**src/rtl/rom_fetch_arbiter_if.sv**
```systemverilog
// Bus bundle between the ROM fetch arbiter, its two requesters (CPU and debug)
// and the combinational instruction ROM. The arbiter takes the slave view.
interface rom_fetch_arbiter_if;
    logic        iCpuReq;
    logic [15:0] iCpuAddress;
    logic        oCpuGrant;
    logic        oCpuValid;
    logic [27:0] oCpuInstruction;

    logic        iDbgReq;
    logic [15:0] iDbgAddress;
    logic        oDbgGrant;
    logic        oDbgValid;
    logic [27:0] oDbgInstruction;
    logic        oDbgDone;

    logic [15:0] oRomAddress;
    logic [27:0] iRomInstruction;

    modport slave (
        input  iCpuReq, iCpuAddress, iDbgReq, iDbgAddress, iRomInstruction,
        output oCpuGrant, oCpuValid, oCpuInstruction,
        output oDbgGrant, oDbgValid, oDbgInstruction, oDbgDone,
        output oRomAddress
    );

    modport master (
        output iCpuReq, iCpuAddress, iDbgReq, iDbgAddress, iRomInstruction,
        input  oCpuGrant, oCpuValid, oCpuInstruction,
        input  oDbgGrant, oDbgValid, oDbgInstruction, oDbgDone,
        input  oRomAddress
    );
endinterface

```
**src/rtl/rom_fetch_arbiter.sv**
```systemverilog
// Arbitrates a single-ported combinational instruction ROM between CPU fetches
// and debug burst reads. CPU has priority, but once it has been granted
// MAX_CPU_RUN times in a row while debug waits, debug takes the next slot and
// then owns the ROM for a DBG_BURST-word burst. Read data is registered, so
// every access returns its data one cycle after the grant.
module rom_fetch_arbiter #(
    parameter int DBG_BURST   = 4,
    parameter int MAX_CPU_RUN = 8
) (
    input  logic Clock,
    input  logic Reset,
    rom_fetch_arbiter_if.slave bus
);

    localparam logic [4:0] LAST_BEAT = 5'(DBG_BURST - 1);
    localparam logic [7:0] RUN_LIMIT = 8'(MAX_CPU_RUN);

    typedef enum logic {ST_CPU, ST_DBG} state_t;

    state_t      state;
    logic [7:0]  cpuRun;
    logic [4:0]  beatCnt;
    logic [15:0] burstPtr;
    logic [15:0] lastAddr;
    logic [15:0] romAddress;
    logic        cpuWin;
    logic        dbgWin;
    logic        dbgBeat;
    logic        burstEnd;

    // Pick this cycle's ROM owner and steer the ROM address; with no access the address holds.
    always_comb begin
        dbgBeat    = (state == ST_DBG);
        dbgWin     = !dbgBeat && bus.iDbgReq && (!bus.iCpuReq || cpuRun == RUN_LIMIT);
        cpuWin     = !dbgBeat && !dbgWin && bus.iCpuReq;
        burstEnd   = (dbgWin && DBG_BURST == 1) || (dbgBeat && beatCnt == LAST_BEAT);
        romAddress = lastAddr;
        if (cpuWin) begin
            romAddress = bus.iCpuAddress;
        end else if (dbgWin) begin
            romAddress = bus.iDbgAddress;
        end else if (dbgBeat) begin
            romAddress = burstPtr;
        end
    end

    assign bus.oRomAddress = romAddress;
    assign bus.oCpuGrant   = cpuWin;
    assign bus.oDbgGrant   = dbgWin;

    // Burst sequencer: the grant cycle is beat 1, later beats walk the pointer until DBG_BURST.
    always_ff @(posedge Clock or negedge Reset) begin
        if (!Reset) begin
            state    <= ST_CPU;
            beatCnt  <= 5'd0;
            burstPtr <= 16'd0;
        end else begin
            case (state)
                ST_CPU: begin
                    if (dbgWin) begin
                        burstPtr <= bus.iDbgAddress + 16'd1;
                        beatCnt  <= 5'd1;
                        if (DBG_BURST > 1) begin
                            state <= ST_DBG;
                        end
                    end
                end
                ST_DBG: begin
                    burstPtr <= burstPtr + 16'd1;
                    beatCnt  <= beatCnt + 5'd1;
                    if (beatCnt == LAST_BEAT) begin
                        state <= ST_CPU;
                    end
                end
                default: state <= ST_CPU;
            endcase
        end
    end

    // Count back-to-back CPU wins while debug is waiting so debug cannot be starved.
    always_ff @(posedge Clock or negedge Reset) begin
        if (!Reset) begin
            cpuRun <= 8'd0;
        end else if (dbgWin || !bus.iDbgReq) begin
            cpuRun <= 8'd0;
        end else if (cpuWin && cpuRun != RUN_LIMIT) begin
            cpuRun <= cpuRun + 8'd1;
        end
    end

    // Register ROM data toward whichever side owned the access; data holds when not valid.
    always_ff @(posedge Clock or negedge Reset) begin
        if (!Reset) begin
            lastAddr            <= 16'd0;
            bus.oCpuValid       <= 1'b0;
            bus.oCpuInstruction <= 28'd0;
            bus.oDbgValid       <= 1'b0;
            bus.oDbgInstruction <= 28'd0;
            bus.oDbgDone        <= 1'b0;
        end else begin
            lastAddr      <= romAddress;
            bus.oCpuValid <= cpuWin;
            bus.oDbgValid <= dbgWin || dbgBeat;
            bus.oDbgDone  <= burstEnd;
            if (cpuWin) begin
                bus.oCpuInstruction <= bus.iRomInstruction;
            end
            if (dbgWin || dbgBeat) begin
                bus.oDbgInstruction <= bus.iRomInstruction;
            end
        end
    end

endmodule

```
**src/flat_wrapper.sv**
```systemverilog
// flat-port wrapper written by rule: the top's interface ports become plain ports
module rom_fetch_arbiter_flat 
#(
    parameter int DBG_BURST   = 4,
    parameter int MAX_CPU_RUN = 8
)
  (Clock, Reset, bus_iCpuReq, bus_iCpuAddress, bus_iDbgReq, bus_iDbgAddress, bus_iRomInstruction, bus_oCpuGrant, bus_oCpuValid, bus_oCpuInstruction, bus_oDbgGrant, bus_oDbgValid, bus_oDbgInstruction, bus_oDbgDone, bus_oRomAddress);
  rom_fetch_arbiter_if bus_i ();
  input  logic Clock;
  input  logic Reset;
  input wire logic [$bits(bus_i.iCpuReq)-1:0] bus_iCpuReq;
  input wire logic [$bits(bus_i.iCpuAddress)-1:0] bus_iCpuAddress;
  input wire logic [$bits(bus_i.iDbgReq)-1:0] bus_iDbgReq;
  input wire logic [$bits(bus_i.iDbgAddress)-1:0] bus_iDbgAddress;
  input wire logic [$bits(bus_i.iRomInstruction)-1:0] bus_iRomInstruction;
  output wire logic [$bits(bus_i.oCpuGrant)-1:0] bus_oCpuGrant;
  output wire logic [$bits(bus_i.oCpuValid)-1:0] bus_oCpuValid;
  output wire logic [$bits(bus_i.oCpuInstruction)-1:0] bus_oCpuInstruction;
  output wire logic [$bits(bus_i.oDbgGrant)-1:0] bus_oDbgGrant;
  output wire logic [$bits(bus_i.oDbgValid)-1:0] bus_oDbgValid;
  output wire logic [$bits(bus_i.oDbgInstruction)-1:0] bus_oDbgInstruction;
  output wire logic [$bits(bus_i.oDbgDone)-1:0] bus_oDbgDone;
  output wire logic [$bits(bus_i.oRomAddress)-1:0] bus_oRomAddress;
  assign bus_i.iCpuReq = bus_iCpuReq;
  assign bus_i.iCpuAddress = bus_iCpuAddress;
  assign bus_i.iDbgReq = bus_iDbgReq;
  assign bus_i.iDbgAddress = bus_iDbgAddress;
  assign bus_i.iRomInstruction = bus_iRomInstruction;
  assign bus_oCpuGrant = bus_i.oCpuGrant;
  assign bus_oCpuValid = bus_i.oCpuValid;
  assign bus_oCpuInstruction = bus_i.oCpuInstruction;
  assign bus_oDbgGrant = bus_i.oDbgGrant;
  assign bus_oDbgValid = bus_i.oDbgValid;
  assign bus_oDbgInstruction = bus_i.oDbgInstruction;
  assign bus_oDbgDone = bus_i.oDbgDone;
  assign bus_oRomAddress = bus_i.oRomAddress;
  rom_fetch_arbiter #(.DBG_BURST(DBG_BURST), .MAX_CPU_RUN(MAX_CPU_RUN)) u_core (.Clock(Clock), .Reset(Reset), .bus(bus_i));
endmodule
```
**config.mk**
```make
export PLATFORM = sky130hd
export DESIGN_NAME = rom_fetch_arbiter_flat
export DESIGN_NICKNAME = d
export VERILOG_FILES = /design/src/rtl/rom_fetch_arbiter_if.sv /design/src/rtl/rom_fetch_arbiter.sv /design/src/flat_wrapper.sv
export SDC_FILE = /design/constraint.sdc
export NUM_CORES = 1
export LEC_CHECK = 0
export CORE_ASPECT_RATIO = 1.5
export CORE_MARGIN = 3
export CORE_UTILIZATION = 25
export DETAILED_ROUTE_END_ITERATION = 10
export PLACE_DENSITY = 0.47
export SYNTH_ARGS = -nofsm -noshare
export SYNTH_HDL_FRONTEND = slang
export SYNTH_SLANG_ARGS = --single-unit
```
**constraint.sdc**
```tcl
create_clock -name Clock -period 3.35 [get_ports Clock]
set_clock_uncertainty 0.15 [all_clocks]
set_input_delay 1.005 -clock Clock [delete_from_list [all_inputs] [get_ports Clock]]
set_output_delay 1.005 -clock Clock [all_outputs]
set_load 0.01 [all_outputs]
```
==> impl_metrics.yaml, run 1 <==
layout:
  syn_to_final_growth_pct: 59.45
  fill_cells: 2013
  drive_above_1_share_pct: 27.73
  fin_nets: 825
  final_core_util_pct: 40.94
  diodes: 0
logic_synthesis:
  synth_area_sq_um: 5141
  synth-xor-area-share_pct: 3.918
  syn_avg_cell_area_sq_um: 9.925
  yosys_register_bits: 105
  synth_mux_area_share_pct: 9.564
  synth_compound_area_share_pct: 12.90
  ys_seq_area_share_pct: 51.11
  ys.flop_type: "dfrtp_1"
  async_reset_ff_share_pct: 100.0
  yosys.area_share.adder_pct: 0.9735
  synthSimpleGateAreaFrac_pct: 18.28
  synth_warnings: 0
  yosysUniqueCellTypes: 55
  postSynthCellCount: 518
  syn-num-nets: 586
  synth_top_family_by_area: "simple AND/OR/NAND/NOR gates"
  synth_edf_count: 0
floorplanning:
  die-area_sq_um: 22360
  initial_core_util_pct: 25.68
  die_h_um: 181.6
  num_rows: 63
  io_pins: 141
  fp.coreArea_sq_um: 20020
  die_w_um: 123.1
place:
  routabilityCongestion: 0.8159
  port_buffers: 140
  dp_hpwl_um: 12410
min_path:
  worstHoldPathType: "reg -> reg"
  worstHoldPathCells: 2
setup_path:
  path_delay_family: "compound AO/OA/AOI/OAI gates"
  cp.required_ns: 2.19
  slowest_delay_ns: 0.58
  critical_path.startpoint_type: "flip-flop"
  crit_arrival_ns: 2.57
  slowest_stage: "or4_4"
  cp_num_cells: 8
  path_class: "reg -> out"
  path_max_fanout: 7
  ff2ff_path_depth: 16
  end_kind: "output port"
  path_cells: "or4_4 -> o31ai_4 -> buf_6 -> a21oi_4 -> buf_12 -> a222oi_1 -> a21oi_1 -> buf_2"
  cp.buffers_inverters: 3
cts:
  cts-buffers-inserted: 9
  ctsHoldBuffers: 0
  cts_buffer_depth: 2
  clock_latency_ns: 0.35
  cts-root-buf: "clkbuf_16"
  cts.sinks: 105
  clk_transition_reported_paths_ns: 0.08
  tritoncts: "built"
  cts_htree_levels: 3
timing:
  max_freq_mhz: 268.4
  layout_min_cycle_time_ns: 3.726
  holdWs_ns: 0.3223
  worst_pin_slew_ns: 0.4153
  setup_viol: 17
  finalHoldViolations: 0
  rsz0062_at_grt: "yes"
  setup_tns_ns: -4.790
  final-max-slew-violation-count: 0
  post-route-period-util_pct: 111.2
  setup_slack_ns: -0.3755
  slew_headroom_pct: 72.06
outcome:
  violations: "negative setup slack"
  status: "finished, violations left"
power:
  leakage_nw: 3.634
  ir_worst_vdd_mv: 0.3453
  power_density_nw_per_um2: 816.7
global_route:
  grt_max_degree: 37
  antenna_found_initial: 0
  grt_pass1_vias: 5369
  grt_pass1_wl_um: 28970
  overflow: 0
  track_usage_pct: 16.56
detailed_routing:
  drtPass1Iterations: 5
  via_per_inst: 4.711
  post_drt_wl_per_cell_um: 17.71
  wirelength_um: 18080
  drc: 0
  antenna_left: 0
  vias: 4810
  initialDrtViolationCount: 230
job:
  maxCapViolations: 0
## cells in the mapped netlist (6+ instances only)
cell type | instances | area (sq um)
a21oi_1 | 26 | 130.1
a222oi_1 | 10 | 100.1
a22oi_1 | 6 | 45.04
buf_2 | 7 | 35.03
clkbuf_1 | 16 | 60.06
dfrtp_1 | 105 | 2628
inv_1 | 6 | 22.52
mux2_2 | 33 | 371.6
mux2i_1 | 12 | 120.1
nand2_1 | 111 | 416.7
nand3_1 | 17 | 85.08
nand3b_1 | 8 | 60.06
nor2_1 | 29 | 108.9
nor3_1 | 9 | 45.04
o21ai_0 | 20 | 100.1
xnor2_1 | 13 | 113.9
xor2_1 | 10 | 87.58
## sequential cells by signal (all words and copies together), names as in the netlist
signal / cells
u_core.bus.oDbgDone: 1
u_core.burstPtr: 16
u_core.cpuRun: 8
u_core.lastAddr: 16
u_core.bus.oDbgValid: 1
u_core.bus.oCpuValid: 1
u_core.dbgBeat: 1
u_core.bus.oCpuInstruction: 28
u_core.bus.oDbgInstruction: 28
u_core.beatCnt: 5
## worst min-delay path, delay by kind of cell, from the launching register on
kind	cells	cell delay [ns]
and+or+nand+nor	2	0.10
DFF	1	0.34
## layout make-up
type	count	area (sq um)	share of cell area (%)
clock buffers	9	225.2	2.747
clock inverters	6	60.06	0.7326
inverters	9	51.30	0.6258
multi-input cells	374	2451	29.90
flip-flops and latches	105	2629	32.07
well taps	260	325.3	3.968
repair buffers	257	2440	29.76
repair inverters	1	16.27	0.1984
## stage by stage
step | worst slack (ns) | power [mW] | cell area (sq um) | instances
2_1_floorplan | 0.03154 | 3.469 | 5147 | 518
3_3_place_gp | -0.9372 | 4.916 | 7287 | 955
3_5_place_dp | -0.9215 | 4.965 | 7287 | 955
4_1_cts | -0.3658 | 6.812 | 8178 | 1025
5_1_grt | -0.4778 | 7.165 | 8198 | 1021
6_report | -0.3755 | 6.695 | 8198 | 1021
## final timing paths
path / startpoint / end / slack, ns
max: u_core.cpuRun[7] / bus_oRomAddress[3] / -0.38
min: u_core.bus.oCpuInstruction[27] / u_core.bus.oCpuInstruction[27] / 0.32
max reg2reg: u_core.cpuRun[7] / u_core.lastAddr[1] / 0.11
min reg2reg: u_core.bus.oCpuInstruction[27] / u_core.bus.oCpuInstruction[27] / 0.32
max in group asynchronous: Reset / u_core.cpuRun[1] / 1.95
min in group asynchronous: Reset / u_core.bus.oCpuInstruction[17] / 0.42
## cell usage in the layout (no fill, tap or decap), drive strengths merged, types with 12 or more instances in the layout
master and count:
xnor2 13, mux2i 12, o21ai 20, buf 136, mux2 33, nand2 111
a21oi 27, nor2 29, dfrtp 105, nand3 18, clkdlybuf4s50 119
## what timing repair did
item	CTS	global route
pin swaps	30	18
gates cloned	4	0
gates resized for setup	129	24
buffers inserted	54	7
setup endpoints to repair	18	21
endpoints found under the hold margin	0	0
## power breakdown
part	total, mW	switching, mW	internal (mW)
registers	2.08	0.341	1.74
logic	3.56	1.59	1.98
clock network	1.06	0.535	0.523
## logic make-up after synthesis
kind of cell,Yosys count
buffers and inverters,39
muxes,45
AOI/OAI and AO/OA,97
adders and majority gates,4
xor gates and xnor gates,23
and+or+nand+nor,205
DFF,105
## layer usage
layer | track usage, % | vias up | part of all wire, % | wire (um)
li1 | - | 2301 | - | -
met3 | 4.830 | 29 | 5.9 | 1059
met5 | 0 | - | 0 | 0
met4 | 6.253 | 0 | 3.0 | 546
met1 | 17.32 | 2347 | 37 | 6664
met2 | 30.62 | 133 | 54 | 9811
Note: power is estimated with default switching activity, not from simulation.
==> run 2, diff against run 1 <==
==> constraint.sdc (replaced) <==
create_clock -name Clock -period 3.35 [get_ports Clock]
set_clock_uncertainty 0.15 [all_clocks]
set_input_delay 0.67 -clock Clock [delete_from_list [all_inputs] [get_ports Clock]]
set_output_delay 0.67 -clock Clock [all_outputs]
set_load 0.01 [all_outputs]
==> run 2 against run 1 <==
The flow still finishes with violations (negative setup slack). Combinational power rose by 2%. Sequential share of layout area up 0.83 points. Setup slack gained 0.25 ns. Count of clock-buffer cells in the layout is 1 higher. Sequential power is essentially flat.
==> impl_metrics.yaml, run 2 (synthesis results as in run 1) <==
power:
  p_comb_share_pct: 53.6
  power_switching_mw: 2.436
  p_clk_share_pct: 15.7
  p_int_mw: 4.323
  ir_worst_vdd_mv: 0.3450
  sw_frac_of_total_pct: 36.04
  power_mw: 6.758
  leakage_nw: 3.541
  power_density_nw_per_um2: 845.8
  power_frac_seq_pct: 30.7
layout:
  top_regs: "u_core.bus.oCpuInstruction x28, u_core.bus.oDbgInstruction x28"
  final_common_cell: "clkdlybuf4s50_1"
  design_area_sq_um: 7990
  syn_to_final_growth_pct: 55.41
  final_cell_mix: "120 x clkdlybuf4s50_1, 110 x nand2_1, 104 x dfrtp_1"
  drive_above_1_share_pct: 24.60
  fin_nets: 807
  final_core_util_pct: 39.91
  diodes: 0
  fill_cells: 2034
cts:
  clock_latency_ns: 0.35
  tritoncts: "built"
  cts_htree_levels: 3
  cts.sinks: 105
  cts-buffers-inserted: 9
  clk_transition_reported_paths_ns: 0.08
  cts_buffer_depth: 2
  cts-root-buf: "clkbuf_16"
place:
  dp_hpwl_um: 11990
  routabilityCongestion: 0.8152
  dp_slack_ns: -0.2586
  port_buffers: 140
  dpl_cell_area_sq_um: 7136
global_route:
  grt_use_met3_pct: 5.453
  antenna_found_initial: 0
  grt_max_degree: 55
  grtUsageMet2_pct: 26.92
  grt_pass1_wl_um: 27280
  track_usage_pct: 15.47
  grt_pass1_vias: 5033
  use_met1_pct: 17.24
  grt.busiest_layer: "met2"
  overflow: 0
timing:
  rsz0062_at_grt: "yes"
  setup_slack_ns: -0.1248
  holdWs_ns: 0.08739
  max_freq_mhz: 287.8
  layout_min_cycle_time_ns: 3.475
  setup_viol: 13
  slew_headroom_pct: 63.77
  finalHoldViolations: 0
  post-route-period-util_pct: 103.7
  final-max-slew-violation-count: 0
  worst_pin_slew_ns: 0.5415
setup_path:
  path_max_fanout: 5
  critical_path.startpoint_type: "flip-flop"
  crit_arrival_ns: 2.65
  path_class: "reg -> out"
  end_kind: "output port"
  cp.required_ns: 2.53
detailed_routing:
  via_per_inst: 4.774
  wirelength_um: 17260
  post_drt_wl_per_cell_um: 17.19
  drtPass1Iterations: 4
  drc: 0
  antenna_left: 0
  vias: 4793
  initialDrtViolationCount: 324
outcome:
  status: "finished, violations left"
  violations: "negative setup slack"
floorplanning:
  fp.coreArea_sq_um: 20020
  num_rows: 63
  die_h_um: 181.6
  die-area_sq_um: 22360
  io_pins: 141
  initial_core_util_pct: 25.68
  die_w_um: 123.1
min_path:
  worstHoldPathType: "in -> async"
job:
  maxCapViolations: 0
-- run 2: stage by stage --
stage / setup TNS, ns / instances
floorplan: 0 / 518
global placement: -2.932 / 932
detailed placement: -3.163 / 932
CTS: -0.03837 / 994
global route: -2.416 / 1004
finish: -0.8017 / 1004
-- run 2: worst max-delay path: stages, from the launching register on --
cell,delay [ns]
dfrtp_1,0.38
or4_4,0.58
o31ai_4,0.23
buf_4,0.17
a21oi_4,0.07
buf_12,0.13
clkbuf_16,0.15
a222oi_1,0.29
a21oi_1,0.13
buf_2,0.16
-- run 2: per-layer routing --
layer	wire (um)	share of wire, %	vias to the layer above
li1	-	-	2258
met1	6432	37	2356
met2	8985	52	153
met3	1298	7.5	26
met4	542	3.1	0
met5	0	0	-
-- run 2: power groups by stage --
| stage | registers (mW) | clock network (mW) | logic (mW) |
|---|---|---|---|
| 6_report | 2.07 | 1.06 | 3.62 |
| 4_1_cts | 2.07 | 1.09 | 3.37 |
| 3_3_place_gp | 2.07 | 0 | 2.79 |
| 2_1_floorplan | 2.11 | 0 | 1.35 |
| 5_1_grt | 2.13 | 1.15 | 3.95 |
| 3_5_place_dp | 2.08 | 0 | 2.82 |
-- run 2: repair_timing --
action	in CTS	in global routing
gates resized for setup	76	34
setup endpoints to repair	18	20
endpoints found under the hold margin	0	0
hold buffers	0	0
buffers inserted	45	10
cloned	1	1
pin swaps	21	13
-- run 2: final cells by class --
class,count,area (sq um),area share (%)
sequential,105,2629,32.90
multi-input combinational,374,2397,30.00
timing repair buffer,240,2308,28.89
tap,260,325.3,4.071
clock buffer,10,229.0,2.866
clock inverter,6,61.31,0.7673
inverter,9,40.04,0.5011
-- run 2: final timing paths --
path	start	endpoint	slack, ns	depth (start not counted)
min in group Clock	u_core.bus.oCpuInstruction[12]	u_core.bus.oCpuInstruction[12]	0.33	2
min reg2reg	u_core.bus.oCpuInstruction[12]	u_core.bus.oCpuInstruction[12]	0.33	2
max reg2reg	u_core.cpuRun[4]	u_core.lastAddr[2]	-0.10	17
min	Reset	u_core.bus.oCpuInstruction[18]	0.09	1
max	u_core.cpuRun[4]	bus_oRomAddress[8]	-0.12	9
max in group asynchronous	Reset	u_core.dbgBeat	2.19	2
